[src/rtl/vend_ctrl.sv]
// vend_ctrl: nickel/dime vending controller. Accumulates credit, vends one
// item at PRICE, then pays change one coin per GAP cycles. Coins are rejected
// while busy, when they would push credit above MAX_BAL, or when sold out.
// Optional stock tracking is enabled by defining VEND_STOCK_EN.
module vend_ctrl #(
    parameter int PRICE   = 30,
    parameter int N       = 7,
    parameter int MAX_BAL = 95,
    parameter int GAP     = 2,
    parameter int STOCK   = 8,
    parameter int SW      = 4
) (
    input  logic         clk,
    input  logic         reset,
    input  logic         nickel,
    input  logic         dime,
    input  logic         refund,
    input  logic         restock,
    output logic         vend,
    output logic         nickel_out,
    output logic         dime_out,
    output logic         coin_reject,
    output logic         busy,
    output logic [N-1:0] balance,
    output logic         sold_out
);

    localparam int NW = N + 1;
    localparam int GW = (GAP > 1) ? $clog2(GAP) : 1;
    localparam logic [N-1:0]  PRICE_N    = N'(PRICE);
    localparam logic [GW-1:0] GAP_RELOAD = GW'(GAP - 1);

    typedef enum logic [1:0] {IDLE, VEND, CHANGE} state_t;

    state_t        state;
    logic [GW-1:0] gap_cnt;
    logic [NW-1:0] credit;
    logic [NW-1:0] sum;
    logic          coin_in;
    logic          fits;
    logic          can_vend;
    logic          pay_dime;
    logic [N-1:0]  pay_bal;

`ifdef VEND_STOCK_EN
    logic [SW-1:0] stock;
    assign sold_out = (stock == '0);
`else
    logic [SW-1:0] cfg_unused;
    assign sold_out   = 1'b0;
    assign cfg_unused = SW'(STOCK) ^ {SW{restock}};
`endif

    assign busy = (state != IDLE);

    // Credit of this cycle's coins, overflow guard and next change coin.
    always_comb begin
        credit = '0;
        if (nickel) credit = credit + NW'(5);
        if (dime)   credit = credit + NW'(10);
        coin_in  = nickel | dime;
        sum      = {1'b0, balance} + credit;
        fits     = (sum <= NW'(MAX_BAL));
        can_vend = ({1'b0, balance} >= NW'(PRICE)) && !sold_out;
        pay_dime = ({1'b0, balance} >= NW'(10));
        pay_bal  = pay_dime ? (balance - N'(10)) : (balance - N'(5));
    end

    // Controller FSM with registered pulse outputs. The first change coin is
    // issued on the edge that enters CHANGE, later ones when gap_cnt hits 0.
    always_ff @(posedge clk) begin
        if (reset) begin
            state       <= IDLE;
            balance     <= '0;
            gap_cnt     <= '0;
            vend        <= 1'b0;
            nickel_out  <= 1'b0;
            dime_out    <= 1'b0;
            coin_reject <= 1'b0;
`ifdef VEND_STOCK_EN
            stock       <= SW'(STOCK);
`endif
        end else begin
            vend        <= 1'b0;
            nickel_out  <= 1'b0;
            dime_out    <= 1'b0;
            coin_reject <= coin_in;
            case (state)
                IDLE: begin
                    if (refund && balance != '0) begin
                        state      <= CHANGE;
                        balance    <= pay_bal;
                        dime_out   <= pay_dime;
                        nickel_out <= !pay_dime;
                        gap_cnt    <= GAP_RELOAD;
                    end else if (can_vend) begin
                        state   <= VEND;
                        vend    <= 1'b1;
                        balance <= balance - PRICE_N;
                    end else if (coin_in && fits && !sold_out) begin
                        balance     <= sum[N-1:0];
                        coin_reject <= 1'b0;
                    end
`ifdef VEND_STOCK_EN
                    if (restock) stock <= SW'(STOCK);
`endif
                end
                VEND: begin
`ifdef VEND_STOCK_EN
                    if (stock != '0) stock <= stock - SW'(1);
`endif
                    if (balance != '0) begin
                        state      <= CHANGE;
                        balance    <= pay_bal;
                        dime_out   <= pay_dime;
                        nickel_out <= !pay_dime;
                        gap_cnt    <= GAP_RELOAD;
                    end else begin
                        state <= IDLE;
                    end
                end
                CHANGE: begin
                    if (balance == '0) begin
                        state <= IDLE;
                    end else if (gap_cnt == '0) begin
                        balance    <= pay_bal;
                        dime_out   <= pay_dime;
                        nickel_out <= !pay_dime;
                        gap_cnt    <= GAP_RELOAD;
                    end else begin
                        gap_cnt <= gap_cnt - GW'(1);
                    end
                end
                default: state <= IDLE;
            endcase
        end
    end

endmodule

[config.mk]
export PLATFORM = sky130hd
export DESIGN_NAME = vend_ctrl
export DESIGN_NICKNAME = d
export VERILOG_FILES = /design/src/rtl/vend_ctrl.sv
export SDC_FILE = /design/constraint.sdc
export NUM_CORES = 1
export LEC_CHECK = 0
export ABC_AREA = 1
export BUFFER_PORTS_ARGS = -buffer_cell sky130_fd_sc_hd__buf_2
export CORE_UTILIZATION = 46
export CTS_BUF_LIST = sky130_fd_sc_hd__clkbuf_16
export DETAILED_ROUTE_END_ITERATION = 10
export GPL_TIMING_DRIVEN = 0
export PLACE_DENSITY = 0.63
export SLEW_MARGIN = 40
export SYNTH_ARGS = -nofsm -noshare
export SYNTH_HDL_FRONTEND = slang
export SYNTH_SLANG_ARGS = --single-unit
[constraint.sdc]
create_clock -name clk -period 2.25 [get_ports clk]
set_clock_uncertainty 0.1 [all_clocks]
set_input_delay 0.45 -clock clk [delete_from_list [all_inputs] [get_ports clk]]
set_output_delay 0.45 -clock clk [all_outputs]
set_load 0.02 [all_outputs]
Word level (Yosys, flattened, before mapping)
Cells that the tools add are included.

Register bits: 14. Output and inout bits: 13. Word-level logic and storage cells: 74.

Add/subtract/negate cells: 6. Magnitude comparators: 3. Eq/ne operators: 9. Mux-type cells: 35. Bitwise logic cells: 2. Reduce and logical (&&, ||, !) cells: 12.

Operators by type and width (number): two-way mux 7 bit (7); case mux 7 bit (3 select lines) (1); two-way mux 1 bit (17); != test 2 bit, second input constant (5); case mux 1 bit (3 select lines) (3); adder 7 x 8 -> 8 bit (1); adder 8 x 4 -> 8 bit, second input constant (1); <= comparator 8 x 7 -> 1 bit, second input constant (1); two-way mux 2 bit (4); two-way mux 8 bit (1); >= comparator 7 x 4 -> 1 bit, second input constant (1); >= comparator 7 x 5 -> 1 bit, second input constant (1); logical NOT 7 bit (1); nonzero test 7 bit (1); subtractor 7 x 3 -> 7 bit, second input constant (1); subtractor 7 x 4 -> 7 bit, second input constant (1); subtractor 7 x 5 -> 7 bit, second input constant (1); case mux 2 bit (3 select lines) (1); AND reduction 5 bit (1); != test 4 bit, second input constant (1); AND reduction 4 bit (1); two-way mux 3 bit (1); != test 3 bit, second input constant (1); nonzero test 3 bit (1); other kinds (11) (12).

Logic depth before layout (Yosys ltp)
Gate-level depths: netlist (run 1).

Word-level depth: 10. Depth in mapped cells: 16.

Worst setup path after synthesis (run 1)
Ideal clock, no wire load.

Path type: register to register. Start point: register balance[1]. End point: register balance[0]. Arrival time: 2.028 ns. Required time: 2.086 ns. Slack: 0.058 ns. Stages on the path, launching flop included: 16. Buffers on the path: 0. Clock period less this slack: 2.192 ns. Cells stage by stage: dfxtp_1 -> inv_1 -> fa_1 -> inv_1 -> nand2_1 -> nand2_1 -> nand3_1 -> nand2_1 -> nand2_1 -> nand3_2 -> nand3_2 -> nand2_4 -> nand3_1 -> nand2_1 -> inv_1 -> nor2_1.

Longest elaborated chain between the ends: 5. Elaborated cells between the ends (all ways): 19. Those cells by class: add/sub (1); order compare (3); eq/ne (3); mux (7); reduce/logical (5).

RTL lines: start, declared (line 24) `output logic [N-1:0] balance,`; start signal, assigned (line 92) `balance <= pay_bal;`; start signal, assigned (line 99) `balance <= balance - PRICE_N;`; start signal, assigned (line 101) `balance <= sum[N-1:0];`; adder 7 x 8 -> 8 bit or >= comparator 7 x 4 -> 1 bit (tied branches) (line 62, 65); <= comparator 8 x 7 -> 1 bit or two-way mux 7 bit (tied branches) (line 63, 66); logical AND 1 bit or two-way mux 7 bit (tied branches) (line 100, 125); != test 4 bit (no line) or two-way mux 7 bit (tied branches); AND reduction 5 bit (no line) or case mux 7 bit (3 select lines) (tied branches).

Parallel ways exist; a longest one is shown, timed or not. The select of a mux whose other input is x is not followed. A chain may end at the register's enable or synchronous reset.

Worst setup path in the final report (run 1)
Start point: register balance[0]. End point: register balance[0].

Longest elaborated chain between the ends: 5. Elaborated cells between the ends (all ways): 23. Those cells by class: add/sub (4); order compare (3); eq/ne (3); mux (8); reduce/logical (5).

RTL lines: adder 7 x 8 -> 8 bit (tied with other cells) (line 62) `sum = {1'b0, balance} + credit;`; <= comparator 8 x 7 -> 1 bit (tied with other cells) (line 63) `fits = (sum <= NW'(MAX_BAL));`; logical AND 1 bit (tied with other cells) (line 100) `end else if (coin_in && fits && !sold_out) begin`; != test 4 bit (no line) (tied with other cells); AND reduction 5 bit (no line) or case mux 7 bit (3 select lines) (tied branches).

Parallel ways exist; a longest one is shown, timed or not. The select of a mux whose other input is x is not followed.

==> qor.csv, run 1 <==
metric;value;unit
design area;0.001839;sq mm
CP Class;reg2reg;
P&R area growth vs syn;16.48;%
flops & latches, synth;14;
Final ANT Viol Nets;0;
Starting Density;50.08;%
fin cells;311;
RSZ-0062 raised after global routing;false;
Hold Path Depth;2;
Yosys top cell area share;17.75;%
Mean Syn Cell Area;6.419;sq um
Max Root-Sink Buffers;2;
drt initial violations;156;
Crit Path Max Fanout;5;
global-route wire length before repair;6.175;mm
Hold Violations, Final;0;
Reg2Reg Depth;16;
clock buffer count from CTS;3;
CP startpoint kind;flip-flop;
row cnt;20;
GRT Overall Usage;22.82;%
final hold slack;0.3765;ns
WP data required;2.32;ns
area of the core;0.003153;sq mm
DRT Pass-1 Iters;5;
io pins;19;
vias;1588;
H-tree depth;1;
Inst Count DP;306;
highest clock rate;484.8;MHz
Reg clk slew, reported paths;0.05;ns
post-synthesis sequential area ratio;17.75;%
Clock Tree Root;clkbuf_16;
pwr dens;1564;mW/mm^2
Worst path max stage delay;0.37;ns
Ys Warns;0;
nets@finish;290;
crit share post-route;91.67;%
Peak VDD IR;1.075;mV
simple-gate portion of the synthesized area;45.32;%
cell mode on critical path;nand2_1;
largest net degree at the start of global routing;11;
Slew Viols, Final;0;
complex-gate fraction of the synthesized area;11.57;%
die width;60.59;um
hpwl dp;2.902;mm
Leakage;0.9769;nW
layout cells sized above 1;22.85;%
Tot Pwr;0.002877;W
clock latency on the worst-skew pair;0.24;ns
total die area;0.003671;sq mm
Post-Synth Adder-Cell Area;12.36;%
cts-stage hold buffer count;0;
Die H;60.59;um
Tightest Hold Check Type;in2reg;
critical path arrival;2.14;ns
Crit. End Element;flip-flop;
leading cell types in the layout, fill and taps excluded;nand2_1 (72), inv_1 (27), nand3_1 (24), nor2_1 (20), buf_2 (16);
synthesized area;0.001579;sq mm
Routed WL per cell;12.32;um
# DRC;0;
Mapped Cells;246;
Clock Sinks;14;
Post-Route WL;3.833;mm
Netlist cell types;31;
min Tclk post-route;2.063;ns
Synth area leader;dfxtp_1;
commonest non-fill, non-tap cell in the layout;nand2_1;
CP max stage cell;dfxtp_4;
Final Core Density;58.33;%
Synth Area in XOR/XNOR;2.219;%
largest cells by area after synthesis;dfxtp_1 (18%), nand2_1 (17%), ha_1 (11%), nand3_1 (7.6%), inv_1 (6.7%);
worst-path cell chain;ha_4 -> inv_1 -> fa_2 -> inv_1 -> nand2_1 -> nand2_2 -> nand3_1 -> nand2_1 -> nand2_1 -> nand3_2 -> nand3_4 -> nand2_4 -> nand3_1 -> nand2_1 -> inv_1 -> nor2_1;
Max-cap violations;0;
outcome;finished, final reports clean;
n_diodes;0;
mux share of post-synthesis cell area;0;%
CTS tree;built;
initial antenna violation count;0;
Post-Syn Nets;267;
Finish-stage setup viols;0;
GPL Wtd Cong;0.8961;
gr ovfl total;0;
vias in the first global route;1353;
Placed Area;0.001714;sq mm
I/O Buffers;16;
vias per std cell;5.106;
largest family of logic cells by synthesized area;simple AND/OR/NAND/NOR gates;
-- final timing paths --
kind / endpoint / from / slack (ns)
worst min register to register: gap_cnt / gap_cnt / 0.38
worst max register to register: balance[0] / balance[0] / 0.19
worst max-delay path: balance[0] / balance[0] / 0.19
worst min-delay path: gap_cnt / reset / 0.38
-- routing by layer --
metal,routed length [um],vias up,GRT usage (%),share of wire (%)
li1,-,831,-,-
met1,1872,718,32.56,49
met2,1775,37,36.26,46
met3,175,2,3.838,4.6
met4,10,0,4.545,0.26
met5,0,-,0,0
-- registers in the layout, indices dropped and copies added (netlist names) --
name	count
gap_cnt	1
state	2
balance	7
coin_reject	1
vend	1
nickel_out	1
dime_out	1
-- per-stage QoR --
step | setup TNS, ns | worst slack [ns]
4_1_cts | 0 | 0.04517
6_report | 0 | 0.1875
3_3_place_gp | -1.166 | -0.1847
3_5_place_dp | -0.9172 | -0.1421
2_1_floorplan | 0 | 0.05833
5_1_grt | 0 | 0.03159
-- synth_stat cells (all sizes together) --
| cell | instances |
|---|---|
| or2 | 3 |
| nand3b | 1 |
| nand4 | 3 |
| nand3 | 29 |
| nor2 | 26 |
| nand2 | 81 |
| o2111ai | 1 |
| buf | 4 |
| clkinv | 1 |
| conb | 1 |
| a21oi | 15 |
| o21ai | 12 |
| ha | 14 |
| nor3 | 1 |
| o211ai | 3 |
| inv | 32 |
| fa | 1 |
| xor2 | 4 |
| dfxtp | 14 |
-- report_power, final --
group          total [W]  internal [W]  switching, W
Clock           0.000331      0.000232     0.0000985
Combinational    0.00207      0.000753       0.00132
Sequential      0.000475      0.000361      0.000114
-- what timing repair did --
item                       4_1_cts  5_1_grt
gates cloned                     0        1
pin swaps                        0        2
gates resized for setup          3        9
setup endpoints to repair        7        7
setup buffers                    0        1
-- area by class of cell --
| type | instances | area (sq um) |
|---|---|---|
| multi-input combinational | 196 | 1166 |
| inverter | 33 | 125.1 |
| tap | 44 | 55.05 |
| timing repair buffer | 17 | 87.58 |
| buffer | 4 | 41.29 |
| clock buffer | 3 | 75.07 |
| sequential | 14 | 289.0 |
| fill | 326 | 1314 |
-- worst max-delay path: cells and delay by family (launching register included) --
| kind | cells | cell delay [ns] |
|---|---|---|
| buffers and inverters | 3 | 0.15 |
| flip-flops | 1 | 0.37 |
| AND/OR/NAND/NOR | 11 | 0.91 |
| adder cells (fa/ha/maj) | 2 | 0.47 |
-- kinds of logic after synthesis --
| logic type | Yosys count |
|---|---|
| DFF | 14 |
| other | 1 |
| buffers and inverters | 37 |
| AOI/OAI and AO/OA | 31 |
| adders and majority gates | 15 |
| xor gates and xnor gates | 4 |
| and+or+nand+nor | 144 |
Note: power is estimated with default switching activity, not from simulation.
==> inputs of run 2 (changes only) <==
Settings changed: CELL_PAD_IN_SITES_DETAIL_PLACEMENT from default to 1, CELL_PAD_IN_SITES_GLOBAL_PLACEMENT from default to 1, CORE_UTILIZATION 46 to 41, PLACE_DENSITY 0.63 to 0.78.
==> run 2 against run 1 <==
  * Hold slack got worse by 0.017 ns
  * Die area is 12% higher
  * Sequential power is 2% higher
  * Highest routed layer unchanged
  * Count of clock-buffer cells in the layout unchanged
  * First-iteration DRC count shrank 43%
  * Wire length up 36%
  * Flip-flop and latch count stayed put
  * Fmax fell by 3.0%
  * Sequential share of layout area fell by 1.1 points
  * Critical path depth down 5
==> qor.csv, run 2 (same netlist as run 1, synthesis figures left out) <==
metric;value;unit
outcome;finished, final reports clean;
clock latency on the worst-skew pair;0.25;ns
Critical R2R Launch;balance[0];
I/O Buffers;16;
Tot Pwr;0.003332;W
hpwl dp;3.746;mm
WP data required;2.33;ns
Inst Count DP;310;
CP Buf/Inv Count;3;
CP Class;reg2reg;
leading cell types in the layout, fill and taps excluded;nand2_1 (71), inv_1 (24), nand3_1 (22), nor2_1 (20), buf_4 (17);
Critical Path Start;balance[0];
HP Start;reset;
fin cells;331;
Worst path max stage delay;0.37;ns
DRT Pass-1 Iters;4;
Placed Area;0.001719;sq mm
worst-path cell chain;inv_1 -> ha_1 -> inv_1 -> nor2_4 -> nand3_4 -> a21oi_4 -> buf_4 -> nand2_1 -> nand4_1 -> nand2_1 -> nor2_1;
initial antenna violation count;0;
Final ANT Viol Nets;0;
vias per std cell;5.208;
io pins;19;
max FFs per register;7;
Starting Density;42.81;%
Clock Tree Root;clkbuf_16;
Post-Route WL;5.227;mm
Reg2Reg Depth;11;
die width;64.06;um
Top delay family on crit path;simple AND/OR/NAND/NOR gates;
metal2 WL;2.616;mm
highest clock rate;470.5;MHz
n_diodes;0;
Max Root-Sink Buffers;2;
total die area;0.004104;sq mm
Tightest Hold Check Type;in2reg;
commonest non-fill, non-tap cell in the layout;nand2_1;
Crit Path Max Fanout;6;
Slew Viols, Final;0;
WP depth;11;
CP startpoint kind;flip-flop;
Peak VDD IR;0.8088;mV
vias;1724;
drt initial violations;89;
P&R area growth vs syn;26.62;%
Largest regs;balance: 7 flops, state: 2 flops;
critical path arrival;2.21;ns
row cnt;22;
Hold Violations, Final;0;
slew margin rel.;65.59;%
WL met1;2.447;mm
CTS tree;built;
Crit. End Element;flip-flop;
GPL Wtd Cong;0.8503;
CP max stage cell;dfxtp_4;
H-tree depth;1;
area of the core;0.003689;sq mm
Setup crit end;balance[0];
Met3 Wirelength;57;um
Worst-Margin Slew;0.5147;ns
vias in the first global route;1744;
Leakage;1.051;nW
Worst R2R End;balance[0];
design area;0.001999;sq mm
RSZ-0062 raised after global routing;true;
global-route wire length before repair;8.252;mm
Reg clk slew, reported paths;0.05;ns
Finish-stage setup viols;0;
Final Core Density;54.21;%
Top reg by flops;balance;
layout cells sized above 1;29.33;%
Die H;64.06;um
clock buffer count from CTS;3;
gr ovfl total;0;
Max-cap violations;0;
flop2flop setup slack;0.12;ns
# DRC;0;
min Tclk post-route;2.125;ns
crit share post-route;94.46;%
largest net degree at the start of global routing;11;
cts-stage hold buffer count;0;
Highest Signal Layer;met4;
Clock Sinks;14;
pwr dens;1666;mW/mm^2
nets@finish;305;
Routed WL per cell;15.79;um
GRT Overall Usage;26.34;%
final hold slack;0.3599;ns
run 2: layer usage:
metal  track usage [%]  vias up
li1                  -      861
met1             32.65      836
met2             48.01       18
met3             1.607        9
met4             8.239        0
met5                 0        -
run 2: final cells by class:
class / instances / area, sq um
multi-input combinational: 196 / 1195
timing repair buffer: 32 / 200.2
fill: 511 / 1689
buffer: 4 / 41.29
clock buffer: 3 / 75.07
tap: 48 / 60.06
inverter: 33 / 132.6
clock inverter: 1 / 3.754
sequential: 14 / 291.5
run 2: how the worst min path moves through the flow:
stage                     slack [ns]    endpoint  depth (start not counted)
after global placement          0.37     gap_cnt                          2
after floorplan                 0.35     gap_cnt                          2
after CTS                       0.36  balance[5]                          2
after detailed placement        0.38     gap_cnt                          2
final                           0.36  balance[5]                          2
after global routing            0.37  balance[5]                          2
run 2: stage by stage:
stage | setup slack [ns] | setup TNS (ns)
after floorplan | 0.05833 | 0
after global placement | -0.2179 | -1.455
final | 0.1247 | 0
after detailed placement | -0.2740 | -1.945
after global routing | -0.06096 | -0.06096
after CTS | 0.02377 | 0
run 2: timing repair:
| action | CTS | global route |
|---|---|---|
| gates resized for setup | 8 | 15 |
| buffers inserted | 3 | 13 |
| pin swaps | 0 | 8 |
| cloned | 0 | 1 |
| setup endpoints to repair | 12 | 7 |
run 2: power breakdown:
part           total (W)  switching (W)  leakage (nW)  internal, W
clock network   0.000353       0.000116        0.0385     0.000236
logic            0.00249        0.00155         0.895     0.000945
registers       0.000486       0.000122         0.118     0.000364
total            0.00333        0.00179          1.05      0.00154
==> inputs of run 3 (changes only) <==
Settings changed: BUFFER_PORTS_ARGS -buffer_cell sky130_fd_sc_hd__buf_2 to default, CORE_UTILIZATION 41 to 45, DONT_BUFFER_PORTS from default to 1.
==> run 3 against run 2 <==
  * Sequential power up 20%
  * Largest power group unchanged
  * Critical path type unchanged
  * Highest routed layer unchanged
  * Fmax decreased by 1.9%
  * Critical path depth unchanged
  * Flip-flop and latch count unchanged
==> qor.csv, run 3 (same netlist as run 1, synthesis figures left out) <==
metric;value;unit
outcome;finished, final reports clean;
commonest non-fill, non-tap cell in the layout;nand2_1;
Largest regs;balance: 7 flops, state: 2 flops;
fin cells;303;
max FFs per register;7;
H-tree depth;1;
Critical R2R Launch;balance[1];
RSZ-0062 raised after global routing;true;
CP Buf/Inv Count;2;
Max-cap violations;0;
# fillers;456;
Peak VDD IR;0.6479;mV
Seq. cell area;289.0;sq um
Routed WL per cell;15.23;um
Finish-stage setup viols;0;
highest clock rate;461.4;MHz
row cnt;21;
clock latency on the worst-skew pair;0.24;ns
io pins;19;
initial antenna violation count;0;
GPL Wtd Cong;0.8130;
die width;61.24;um
crit share post-route;96.33;%
Tightest Hold Check Type;in2reg;
Inst Count DP;292;
CTS tree;built;
flop2flop setup slack;0.08;ns
I/O Buffers;0;
final hold slack;0.1687;ns
CP max stage cell;dfxtp_4;
vias in the first global route;1475;
critical path arrival;2.24;ns
Top reg by flops;balance;
nets@finish;279;
cell mode on critical path;nand2_1;
worst-path cell chain;clkinvlp_4 -> buf_4 -> ha_1 -> a21oi_1 -> xor2_1 -> nand2_1 -> o21ai_1 -> nand2_1 -> nand2_1 -> nand3_1 -> a21oi_1;
Worst path max stage delay;0.44;ns
gr ovfl total;0;
Max Root-Sink Buffers;2;
Hold Violations, Final;0;
WP depth;11;
Reg clk slew, reported paths;0.05;ns
total die area;0.003750;sq mm
Worst R2R End;balance[3];
DRT Pass-1 Iters;4;
vias;1608;
Final ANT Viol Nets;0;
layout cells sized above 1;21.40;%
Crit. End Element;flip-flop;
Multi-input gate area;0.001231;sq mm
Slew Viols, Final;0;
hpwl dp;3.446;mm
Clock Tree Root;clkbuf_16;
global-route wire length before repair;7.107;mm
n_diodes;0;
leading cell types in the layout, fill and taps excluded;nand2_1 (70), inv_1 (26), nand3_1 (23), nor2_1 (20), a21oi_1 (14);
# DRC;0;
Reg2Reg Depth;11;
Post-Route WL;4.616;mm
min Tclk post-route;2.168;ns
Setup crit end;balance[3];
vias per std cell;5.307;
Tot Pwr;0.003098;W
Leakage;0.9482;nW
Clock Sinks;14;
Die H;61.24;um
pwr dens;1655;mW/mm^2
Crit Path Max Fanout;8;
CP startpoint kind;flip-flop;
Critical Path Start;balance[1];
GRT Overall Usage;26.27;%
Starting Density;47.32;%
WP data required;2.32;ns
CP Class;reg2reg;
clock buffer count from CTS;3;
Top delay family on crit path;compound AO/OA/AOI/OAI gates;
P&R area growth vs syn;18.54;%
area of the core;0.003337;sq mm
largest net degree at the start of global routing;11;
drt initial violations;69;
==> run 3: power by group <==
part,switching (W),internal (W)
clock,0.000103,0.000235
sequential,0.000221,0.000362
combinational,0.00136,0.000819
==> run 3: layer usage <==
layer	vias up	share of wire (%)	track usage [%]
li1	816	-	-
met1	766	47	34.61
met2	19	49	45.50
met3	7	2.8	2.941
met4	0	1.3	6.818
met5	-	0	0
==> run 3: how the worst min path moves through the flow <==
stage	start	to	slack (ns)	cells after the start
finish	reset	balance[4]	0.17	1
global route	reset	gap_cnt	0.17	1
CTS	reset	balance[4]	0.17	1
detailed placement	gap_cnt	gap_cnt	0.36	2
global placement	gap_cnt	gap_cnt	0.36	2
floorplan	gap_cnt	gap_cnt	0.35	2
==> run 3: layout make-up <==
class	count	area share, %
Buffer	4	2.206
Clock buffer	3	4.011
Clock inverter	1	0.2005
Inverter	33	6.885
Multi-Input combinational cell	196	65.78
Sequential cell	14	15.44
Tap cell	46	3.075
Timing Repair Buffer	6	2.406
==> run 3: timing repair <==
action,4_1_cts,5_1_grt
pin swaps,3,9
hold buffers,0,0
gates resized for setup,12,13
buffers inserted,1,5
cloned,1,0
endpoints found under the setup margin,13,8
==> run 3: metrics by stage <==
stage	setup TNS, ns	area, sq um	setup slack (ns)	util [%]
after global placement	-3.115	1637	-0.4037	49.04
after detailed placement	-3.431	1637	-0.4200	49.04
after CTS	0	1772	0.01188	53.09
final	0	1872	0.08246	56.09
after floorplan	0	1579	0.05833	-
after global routing	-0.1487	1872	-0.07324	56.09
==> run 3: worst reg2reg max path, stage by stage, from the launching register on <==
cell and delay (ns):
dfxtp_4 0.44, clkinvlp_4 0.13, buf_4 0.19, ha_1 0.20, a21oi_1 0.32, xor2_1 0.18, nand2_1 0.07, o21ai_1 0.09
nand2_1 0.07, nand2_1 0.06, nand3_1 0.07, a21oi_1 0.16
